[config.mk]
export PLATFORM = sky130hd
export DESIGN_NAME = pc_redirect_ctrl
export DESIGN_NICKNAME = d
export VERILOG_FILES = /design/src/rtl/pc_redirect_ctrl.sv
export SDC_FILE = /design/constraint.sdc
export NUM_CORES = 1
export LEC_CHECK = 0
export BUFFER_PORTS_ARGS = -buffer_cell sky130_fd_sc_hd__clkbuf_2
export CAP_MARGIN = 20
export CORE_ASPECT_RATIO = 0.6
export CORE_MARGIN = 2
export CORE_UTILIZATION = 30
export DETAILED_ROUTE_END_ITERATION = 10
export PLACE_DENSITY = 0.63
export SYNTH_ARGS = -nofsm -noshare
export SYNTH_HDL_FRONTEND = slang
export SYNTH_SLANG_ARGS = --single-unit
export TNS_END_PERCENT = 20
[constraint.sdc]
create_clock -name clk -period 3.21 [get_ports clk]
set_input_delay 0.642 -clock clk [delete_from_list [all_inputs] [get_ports clk]]
set_output_delay 0.642 -clock clk [all_outputs]
set_load 0.01 [all_outputs]
[src/rtl/pc_redirect_ctrl.sv]
// rtl/pc_redirect_ctrl.sv - PC stall/redirect and pipeline-register hazard control
// Captures redirects during memory freezes and replays them once; detects load-use.
module pc_redirect_ctrl #(
   parameter int CNT_W = 32
) (
   input  logic             clk,
   input  logic             rst_n,
   input  logic             imem_ready,
   input  logic             dmem_busy,
   input  logic             ex_mem_read,
   input  logic [4:0]       ex_rt,
   input  logic [4:0]       id_rs,
   input  logic [4:0]       id_rt,
   input  logic             id_uses_rt,
   input  logic             ex_branch_taken,
   input  logic [31:0]      ex_branch_target,
   input  logic             id_jump,
   input  logic [31:0]      id_jump_target,
   output logic             pc_stall,
   output logic             pc_shift_enable,
   output logic [31:0]      pc_shift_addr,
   output logic             pc_jump_enable,
   output logic [31:0]      pc_jump_addr,
   output logic             if_id_stall,
   output logic             if_id_flush,
   output logic             id_ex_bubble,
   output logic             id_ex_flush,
   output logic             redirect_pending,
   output logic [CNT_W-1:0] stall_cycles,
   output logic [CNT_W-1:0] redirect_count
);

   typedef enum logic {RUN, PEND} state_t;

   localparam logic KIND_BRANCH = 1'b0;
   localparam logic KIND_JUMP   = 1'b1;
   localparam logic [CNT_W-1:0] CNT_ONE = {{(CNT_W-1){1'b0}}, 1'b1};

   state_t      state, state_nxt;
   logic        pend_kind, kind_nxt;
   logic [31:0] pend_target, target_nxt;
   logic        freeze;
   logic        load_use;

   assign freeze   = dmem_busy | ~imem_ready;
   assign load_use = ex_mem_read & (ex_rt != 5'd0) &
                     ((ex_rt == id_rs) | (id_uses_rt & (ex_rt == id_rt)));

   assign redirect_pending = (state == PEND);

   always_ff @(posedge clk or negedge rst_n) begin
      if (!rst_n) begin
         state       <= RUN;
         pend_kind   <= KIND_BRANCH;
         pend_target <= 32'd0;
      end else begin
         state       <= state_nxt;
         pend_kind   <= kind_nxt;
         pend_target <= target_nxt;
      end
   end

   always_comb begin
      state_nxt       = state;
      kind_nxt        = pend_kind;
      target_nxt      = pend_target;
      pc_stall        = 1'b0;
      pc_shift_enable = 1'b0;
      pc_shift_addr   = 32'd0;
      pc_jump_enable  = 1'b0;
      pc_jump_addr    = 32'd0;
      if_id_stall     = 1'b0;
      if_id_flush     = 1'b0;
      id_ex_bubble    = 1'b0;
      id_ex_flush     = 1'b0;
      // Outputs stay quiet for the whole time rst_n is held low.
      if (rst_n) begin
         case (state)
            RUN: begin
               if (freeze) begin
                  pc_stall    = 1'b1;
                  if_id_stall = 1'b1;
                  if (ex_branch_taken) begin
                     kind_nxt   = KIND_BRANCH;
                     target_nxt = ex_branch_target;
                     state_nxt  = PEND;
                  end else if (id_jump && !load_use) begin
                     kind_nxt   = KIND_JUMP;
                     target_nxt = id_jump_target;
                     state_nxt  = PEND;
                  end
               end else if (ex_branch_taken) begin
                  pc_shift_enable = 1'b1;
                  pc_shift_addr   = ex_branch_target;
                  if_id_flush     = 1'b1;
                  id_ex_flush     = 1'b1;
               end else if (load_use) begin
                  pc_stall     = 1'b1;
                  if_id_stall  = 1'b1;
                  id_ex_bubble = 1'b1;
               end else if (id_jump) begin
                  pc_jump_enable = 1'b1;
                  pc_jump_addr   = id_jump_target;
                  if_id_flush    = 1'b1;
               end
            end
            PEND: begin
               // Live redirect inputs come from the same frozen instruction; ignore them.
               if (freeze) begin
                  pc_stall    = 1'b1;
                  if_id_stall = 1'b1;
               end else begin
                  state_nxt = RUN;
                  if (pend_kind == KIND_BRANCH) begin
                     pc_shift_enable = 1'b1;
                     pc_shift_addr   = pend_target;
                     if_id_flush     = 1'b1;
                     id_ex_flush     = 1'b1;
                  end else begin
                     pc_jump_enable = 1'b1;
                     pc_jump_addr   = pend_target;
                     if_id_flush    = 1'b1;
                  end
               end
            end
            default: state_nxt = RUN;
         endcase
      end
   end

   always_ff @(posedge clk or negedge rst_n) begin
      if (!rst_n) begin
         stall_cycles   <= '0;
         redirect_count <= '0;
      end else begin
         if (pc_stall && (stall_cycles != '1))
            stall_cycles <= stall_cycles + CNT_ONE;
         if ((pc_shift_enable || pc_jump_enable) && (redirect_count != '1))
            redirect_count <= redirect_count + CNT_ONE;
      end
   end

endmodule

==> results of run 1 <==
[registers in the layout (all words and copies together) (netlist names)]
signal,count
redirect_count,32
stall_cycles,32
pend_kind,1
pend_target,32
redirect_pending,1
[through the flow]
step                      area, um^2  total power, mW  instances  worst slack (ps)
after floorplan                 5933            2.216        654             352.5
after global placement          7336            2.625       1113             116.1
after detailed placement        7336            2.632       1113             72.52
after CTS                       7631            3.776       1129             72.44
after global routing            7632            3.957       1129             3.338
final                           7632            3.708       1129             86.76
[logic make-up (layout without fill, tap and decap cells)]
| kind of cell | Yosys count | after routing | share of synthesized area (%) |
|---|---|---|---|
| XOR/XNOR | 71 | 71 | 10.48 |
| adder cells (fa/ha/maj) | 2 | 2 | 0.4217 |
| buffers and inverters | 57 | 266 | 4.302 |
| AND/OR/NAND/NOR | 282 | 282 | 24.63 |
| multiplexers | 35 | 35 | 5.968 |
| flip-flops | 98 | 98 | 41.33 |
| AO/OA/AOI/OAI | 109 | 109 | 12.86 |
[layer usage]
metal	part of all wire [%]	vias up	track usage, %
met3	8.0	11	4.796
met2	42	226	25.32
li1	-	2744	-
met5	0	-	0
met4	0.73	0	3.570
met1	50	2667	25.28
[power breakdown]
part | switching [mW] | total [mW] | internal [mW]
clock | 0.535 | 1.10 | 0.565
sequential | 0.208 | 1.65 | 1.44
combinational | 0.510 | 0.963 | 0.453
total | 1.25 | 3.71 | 2.46
[cells in the final DEF, fill, tap and decap left out, types with 3 or more instances in the layout]
| cell | n |
|---|---|
| inv_1 | 9 |
| nand2_1 | 53 |
| xnor2_1 | 40 |
| or4_1 | 3 |
| xor2_1 | 31 |
| nand3_1 | 35 |
| mux2i_1 | 32 |
| nor3_1 | 17 |
| and3_1 | 12 |
| nor2_1 | 59 |
| or3_1 | 4 |
| and2_1 | 7 |
| dfrtp_1 | 97 |
| or2_2 | 34 |
| o21ai_0 | 3 |
| and4_1 | 7 |
| nand4_1 | 28 |
| clkbuf_2 | 221 |
| clkbuf_16 | 9 |
| nor4_1 | 13 |
| o221a_1 | 30 |
| buf_4 | 18 |
| a21oi_1 | 67 |
[worst max-delay path by stage]
stage	from	to	slack (ps)	cells past startpoint
floorplan	ex_rt[1]	pc_jump_addr[10]	350	6
global placement	ex_rt[2]	pc_jump_addr[16]	120	8
detailed placement	ex_rt[2]	pc_jump_addr[11]	70	8
CTS	ex_rt[2]	pc_jump_addr[11]	70	8
global route	ex_rt[1]	pc_jump_addr[31]	3	8
finish	ex_rt[1]	pc_jump_addr[17]	90	8
[cell type report]
type,instances,area [um^2]
Fill cell,2018,11590
Multi-Input combinational cell,499,3233
Sequential cell,98,2456
Timing Repair Buffer,241,1281
Tap cell,266,332.8
Clock buffer,10,239.0
Clock inverter,6,56.30
Inverter,9,33.78
[worst max-delay path, stage by stage]
cell and delay (ps):
clkbuf_2 110, or4_1 520, o21a_2 260, a21bo_2 260, o21a_1 220, buf_12 170
nor2_1 130, clkbuf_2 140
==> summary.md, run 1 <==
| Metric | Value |
|---|---|
| Core footprint | approximately 19000 um^2 |
| Sequential-to-total area share from yosys stat | about two fifths |
| Post-synth EDFFs | 0 |
| Hold WC Path Type | in -> async |
| Top_reg_cell synth | dfrtp_1 |
| Cell row count | 39 |
| Status | completed |
| Async SR Flop Fraction | 100.0% |
| ANT nets after route | 0 |
| Critical Path Fanout Max | 33 |
| Clk buf depth | 2 |
| Cell Area, Synth | approximately 5900 um^2 |
| Pwr/cell area | 485.8 nW/um^2 |
| Reg2reg start | redirect_count[25] |
| FF-to-FF path depth | 6 |
| Reg2reg setup slack | about 600 ps |
| Ranking of synthesized cells by area | dfrtp_1 41%, xnor2_1 5.9%, o221a_1 5.7%, a21oi_1 5.7%, mux2i_1 5.4% |
| H-Tree Depth | 3 |
| DR vias | around 5600 |
| Critical path type | in -> out |
| Unrepaired setup endpoints after global routing | no |
| Post-CTS Hold Buffers | 0 |
| Avg Inst Size Synth | ~9.1 um^2 |
| Die Y | around 110 um |
| Post-Route Skew | roughly 8.3 ps |
| Die Wd | 185.6 um |
| Final hold violations | 0 |
| Drt via density | roughly 5.0 |
| Synth warn | 0 |
| Crit. End Element | output port |
| CTS Buf Count | 9 |
| Post-Synthesis Cells | between 600 and 700 |
| Final Max Tran Viols | 0 |
| First-pass GRT wire length | roughly 29000 um |
| Layout area overhead | 28.64% |
| Post-CTS setup buffers | 0 |
| Number of global-route vias before repair | between 5000 and 6000 |
| Post-synth top cells | 98 x dfrtp_1, 67 x a21oi_1, 60 x nor2_1 |
| Final wirelength | around 18000 um |
| Worst path required time | about 2600 ps |
| Slew @ Worst Pin | ~660 ps |
| Clk sink count | between 90 and 100 |
| Fin util | 39.70% |
| Slew margin rel. | a little under three fifths |
| Post-route minimum period | 3123 ps |
| WL/cell | around 16 um |
| Yosys top cell by area | dfrtp_1 |
| Initial antenna violation count | 0 |
| PortBufs | approximately 220 |
| Final worst-path cycle share | 97.30% |
| CTS Root Cell | clkbuf_16 |
| Max VDD drop | 0.0002782 V |
| Share of the synthesized area in the top cell type | between 40% and 50% |
| Initial Util | between 30% and 40% |
| RePlAce Congestion | between 0.8 and 0.9 |
| Pin count of the biggest net entering global routing | 66 |
| I/O Pins | around 220 |
| Hold_ws | a little over 100 ps |
| Post-DP HPWL | approximately 13000 um |
| CTS tree | built |
| Critical Path Start Type | input port |
| # setup viols final | 0 |
| Syn Nets | 743 |
| Total GRT Usage | 17.25% |
| Post-cts sizing count | 0 |
| Congestion Overflow GR | 0 |
| Setup TNS | 0 ps |
| Antenna Cells | 0 |
| Skew-Pair Late Insertion Delay | 350 ps |
| Flops & latches, synth | 98 |
| Layout cell share with drive strength beyond 1 | a little over a third |
| Leakage | 3.652 nW |
| Worst-path clk slew | 70 ps |
| Most frequent cell after synthesis | dfrtp_1 |
| Nets | 947 |
| Arrival time worst endpoint | between 2000 and 2500 ps |
| Max-Cap Viols | 0 |
| Starting DRT DRC Count | ~280 |
| Max Fclk | 320.2 MHz |
| Drc violations | 0 |
| FF-to-FF End | redirect_count[1] |
| Die area | approximately 21000 um^2 |
| Post-synth cell types | roughly 40 |
| Drt pass-1 iters | 5 |
Note: power is estimated with default switching activity, not from simulation.
==> inputs of run 2 (changes only) <==
Settings changed: PLACE_DENSITY 0.63 to default.
Clock period 3.21 ns to 3.4 ns, I/O delays scaled along.
==> run 2 against run 1 <==
  * Final cell count is 0.18% lower
  * Worst setup slack better by 17 ps
  * Critical path depth stayed put
  * Global-route usage hardly changed
  * Combinational power is 8.4% lower
  * Routed wire length is 2.3% lower
  * Power is 3.4% lower
  * Sequential cell count stayed put
  * Clock skew is 4.7 ps lower
  * Die area stayed put
  * Core utilization hardly changed
  * Sequential power is 5% lower
==> summary.md, run 2 (same netlist as run 1, synthesis figures left out) <==
| Metric | Value |
|---|---|
| Die Wd | approximately 190 um |
| Final wirelength | around 18000 um |
| Critical Path Fanout Max | 33 |
| Commonest cells after routing, fill and taps aside | 221 x clkbuf_2, 97 x dfrtp_1, 67 x a21oi_1 |
| Core footprint | just under 20000 um^2 |
| Die Y | around 110 um |
| Most common cell after layout, fill and taps aside | clkbuf_2 |
| Initial Util | a little under a third |
| PortBufs | about 220 |
| First-pass GRT wire length | about 28000 um |
| Drt via density | roughly 5.0 |
| Worst path required time | roughly 2700 ps |
| Clk sink count | just under 100 |
| CTS tree | built |
| Skew-Pair Late Insertion Delay | ~340 ps |
| Setup TNS | 0 ps |
| Congestion Overflow GR | 0 |
| I/O Pins | 223 |
| Layout area overhead | 28.66% |
| Drt pass-1 iters | 5 |
| RePlAce Congestion | between 0.8 and 0.9 |
| Pwr/cell area | approximately 470 nW/um^2 |
| FF-to-FF End | redirect_count[1] |
| CTS Buf Count | 9 |
| Total GRT Usage | 17.20% |
| Pin count of the biggest net entering global routing | between 50 and 60 |
| Slew @ Worst Pin | just over 700 ps |
| Fin cells | ~1100 |
| Slew margin rel. | a little over half |
| Initial antenna violation count | 0 |
| Antenna Cells | 0 |
| Post-CTS Hold Buffers | 0 |
| Worst-path clk slew | roughly 70 ps |
| Critical Path Start Type | input port |
| CTS Root Cell | clkbuf_16 |
| Arrival time worst endpoint | roughly 2600 ps |
| Number of global-route vias before repair | ~5200 |
| ANT nets after route | 0 |
| Critical path type | in -> out |
| Status | completed |
| Hold WC Path Type | in -> async |
| Post-route minimum period | 3297 ps |
| Final hold violations | 0 |
| Layout cell share with drive strength beyond 1 | approximately a third |
| Max stage delay on crit path | about 530 ps |
| Post-DP HPWL | roughly 13000 um |
| Post-cts sizing count | 0 |
| Clk buf depth | 2 |
| Max Fclk | between 300 and 400 MHz |
| Post-CTS setup buffers | 0 |
| Cell row count | 39 |
| # setup viols final | 0 |
| Worst path slowest cell | or4_1 |
| Final Max Tran Viols | 0 |
| Reg2reg start | redirect_count[24] |
| H-Tree Depth | 3 |
| DR vias | ~5600 |
| Max VDD drop | about 0.00036 V |
| Hold_ws | roughly 200 ps |
| Crit. End Element | output port |
| Crit-path cells | clkbuf_2, or4_1, o21a_1, a21bo_1, o21a_1, buf_4, nor2_1, clkbuf_2 |
| WL/cell | about 16 um |
| Drc violations | 0 |
| Final worst-path cycle share | roughly 97% |
| Starting DRT DRC Count | approximately 310 |
| Max-Cap Viols | 0 |
| Post-Route Skew | between 3 and 4 ps |
| Die area | ~21000 um^2 |
| Largest regs | pend_target (32), redirect_count (32), stall_cycles (32) |
| FF-to-FF path depth | 6 |
| Reg2reg setup slack | approximately 630 ps |
| Placed cells | about 1100 |
| Unrepaired setup endpoints after global routing | no |
| Leakage | approximately 3.7 nW |
| Nets | approximately 950 |
## run 2: changes by cell type in the layout (fill, tap and decap cells not counted), sizes merged
cell / change
clkbuf: +1
clkinv: -1
clkinvlp: -1
buf: -2
inv: -1
bufinv: +2
## run 2: cell type report
cell class / instances / area, um^2
flip-flops and latches: 98 / 2456
clock inverters: 5 / 82.58
fillers: 1996 / 11590
repair buffers: 239 / 1254
multi-input cells: 499 / 3232
well taps: 266 / 332.8
clock buffers: 11 / 242.7
inverters: 9 / 33.78
## run 2: per-layer routing
metal / GRT usage [%] / share of wire [%]
met1: 25.22 / 50
met3: 5.504 / 8.0
met2: 24.83 / 41
met4: 3.255 / 0.20
met5: 0 / 0
## run 2: worst max path at each step
stage | slack (ps) | to | from
finish | 100 | pc_jump_addr[13] | ex_rt[1]
global placement | 180 | pc_jump_addr[16] | ex_rt[1]
floorplan | 470 | pc_jump_addr[10] | ex_rt[1]
global route | 2 | pc_jump_addr[13] | ex_rt[1]
detailed placement | 120 | pc_jump_addr[13] | ex_rt[1]
CTS | 120 | pc_jump_addr[13] | ex_rt[1]
## run 2: through the flow
step,setup slack [ps],utilization [%],power (mW),cell area [um^2]
after floorplan,466.5,-,2.092,5933
after global placement,180.9,38.01,2.475,7308
after detailed placement,120.1,38.01,2.476,7308
after CTS,118.5,39.70,3.642,7634
after global routing,1.531,39.70,3.817,7634
final,103.4,39.70,3.583,7634
## run 2: worst max-delay path, delay by kind of cell
kind	cells	cell delay, ps
AND/OR/NAND/NOR	2	690
buffers and inverters	3	500
AO/OA/AOI/OAI	3	710
## run 2: power by group
part	switching, mW	total, mW	internal [mW]
Combinational	0.458	0.882	0.424
Sequential	0.213	1.57	1.36
Clock	0.460	1.13	0.670
==> inputs of run 3 (changes only) <==
Settings changed: CORE_UTILIZATION 30 to 28, SLEW_MARGIN from default to 10.
==> run 3 against run 2 <==
  * Die area up 6.9%
  * Power down 3.9%
  * Register-to-register slack worse by 30 ps
  * Final cell count up 1.2%
  * Sequential share of layout area up 0.13 points
  * Critical endpoint is now pc_jump_addr[2]
  * Worst hold slack worse by 38 ps
==> summary.md, run 3 (same netlist as run 1, synthesis figures left out) <==
| Metric | Value |
|---|---|
| Hold_ws | roughly 160 ps |
| Buf/Inv on CP | 3 |
| Status | completed |
| Max VDD drop | approximately 0.00029 V |
| CTS Root Cell | clkbuf_16 |
| Nets | 946 |
| Post-Route Skew | just over 8 ps |
| Clock share of power | between 20% and 30% |
| Initial Util | 28.42% |
| Post-place instance area | between 7000 and 8000 um^2 |
| Drt via density | 4.996 |
| Worst path slowest cell | or4_1 |
| Cell row count | 41 |
| Pwr/cell area | ~450 nW/um^2 |
| Drt pass-1 iters | 8 |
| Total GRT Usage | between 15 and 20% |
| Arrival time worst endpoint | approximately 2600 ps |
| RePlAce Congestion | about 0.79 |
| Post-route minimum period | between 3000 and 4000 ps |
| Psw | 1.146 mW |
| Commonest cells after routing, fill and taps aside | 221 x clkbuf_2, 97 x dfrtp_1, 67 x a21oi_1 |
| # setup viols final | 0 |
| CTS tree | built |
| Design Power | about 3.4 mW |
| Starting DRT DRC Count | around 380 |
| Largest regs | pend_target (32), redirect_count (32), stall_cycles (32) |
| First-pass GRT wire length | ~29000 um |
| DR vias | around 5700 |
| Sw Ratio | between 30% and 40% |
| Fin cells | between 1000 and 1500 |
| Clk buf depth | 2 |
| Combinational Power Share | 25.6% |
| Antenna Cells | 0 |
| Die area | approximately 22000 um^2 |
| Layout cell share with drive strength beyond 1 | about a third |
| Initial antenna violation count | 0 |
| Hold WC Path Type | in -> async |
| Skew-Pair Late Insertion Delay | approximately 360 ps |
| Critical path's top delay family | simple AND/OR/NAND/NOR gates |
| Final WS setup | roughly 170 ps |
| FF-to-FF path depth | 6 |
| Crit-path cells | clkbuf_2, or4_1, o21a_1, a21bo_1, o21a_1, buf_4, nor2_1, clkbuf_2 |
| Post-cts sizing count | 0 |
| Pin count of the biggest net entering global routing | 50 |
| Leakage | ~3.6 nW |
| Final wirelength | between 15000 and 20000 um |
| PortBufs | between 200 and 250 |
| WL/cell | ~16 um |
| Max Fclk | 310.0 MHz |
| Final hold violations | 0 |
| Design Area, Final | ~7600 um^2 |
| Die Wd | ~190 um |
| Final Max Tran Viols | 0 |
| H-Tree Depth | 3 |
| Met2 global-route usage | between 20% and 30% |
| Post-CTS Hold Buffers | 0 |
| Most used routing layer | met2 |
| Flop pwr share | a little under half |
| ANT nets after route | 0 |
| Number of global-route vias before repair | around 5300 |
| Max-Cap Viols | 0 |
| I/O Pins | around 220 |
| Unrepaired setup endpoints after global routing | no |
| Pre-CTS setup slack | ~170 ps |
| Crit. path cell count | 8 |
| Worst-path clk slew | about 70 ps |
| Post-DP HPWL | between 10000 and 15000 um |
| Fin util | 36.41% |
| Slew margin rel. | between 20% and 30% |
| Layout area overhead | 28.13% |
| Crit. End Element | output port |
| Critical path type | in -> out |
| Most common cell after layout, fill and taps aside | clkbuf_2 |
| Drc violations | 0 |
| Critical Path Fanout Max | 33 |
| Setup TNS | 0 ps |
| Post-CTS setup buffers | 0 |
| Int Power | 2.297 mW |
| Critical Path Start Type | input port |
| CTS Buf Count | 9 |
| Congestion Overflow GR | 0 |
| Clk sink count | between 90 and 100 |
| Die Y | 116.8 um |
| Met3 Use GR | a little over 5% |
| Met1 Usage GRT | between 20% and 30% |
| Worst path required time | 2720 ps |
| Final worst-path cycle share | 94.89% |
| Placed cells | between 1000 and 1500 |
| Core footprint | roughly 21000 um^2 |
| Max stage delay on crit path | between 500 and 600 ps |
| Slew @ Worst Pin | ~1000 ps |
==> run 3: cell count changes in the layout (fill, tap and decap cells not counted), sizes merged <==
| cell | delta |
|---|---|
| buf | +1 |
| bufinv | -2 |
| clkinv | +2 |
| inv | -1 |
==> run 3: final cells by class <==
| type | instances | area, um^2 |
|---|---|---|
| multi-input combinational | 499 | 3232 |
| inverter | 9 | 33.78 |
| timing repair buffer | 240 | 1261 |
| sequential | 98 | 2456 |
| clock inverter | 4 | 27.53 |
| tap | 279 | 349.1 |
| fill | 2156 | 13280 |
| clock buffer | 11 | 242.7 |
==> run 3: worst reg2reg max path, delay by kind of cell (launching register included) <==
family	cells	cell delay, ps
muxes	1	330
and+or+nand+nor	5	1930
DFF	1	440
==> run 3: power groups by stage <==
| stage | clock network (mW) | registers, mW | logic, mW |
|---|---|---|---|
| 2_1_floorplan | 0 | 1.56 | 0.536 |
| 3_3_place_gp | 0 | 1.59 | 0.887 |
| 3_5_place_dp | 0 | 1.59 | 0.894 |
| 4_1_cts | 1.02 | 1.57 | 0.892 |
| 5_1_grt | 1.07 | 1.61 | 0.985 |
| 6_report | 0.987 | 1.57 | 0.881 |
==> run 3: final timing paths <==
path | start | end | slack, ps
setup / recovery | ex_rt[1] | pc_jump_addr[2] | 170
hold / removal | rst_n | redirect_count[21] | 160
setup reg to reg | redirect_count[24] | redirect_count[1] | 600
hold reg to reg | stall_cycles[28] | stall_cycles[28] | 500
max in group asynchronous | rst_n | pend_target[16] | 2320
min in group clk | stall_cycles[28] | stall_cycles[28] | 500
==> run 3: layer usage <==
metal	share of wire, %	routed length [um]
met1	50	9089
met2	40	7292
met3	9.1	1665
met4	1.0	188
met5	0	0
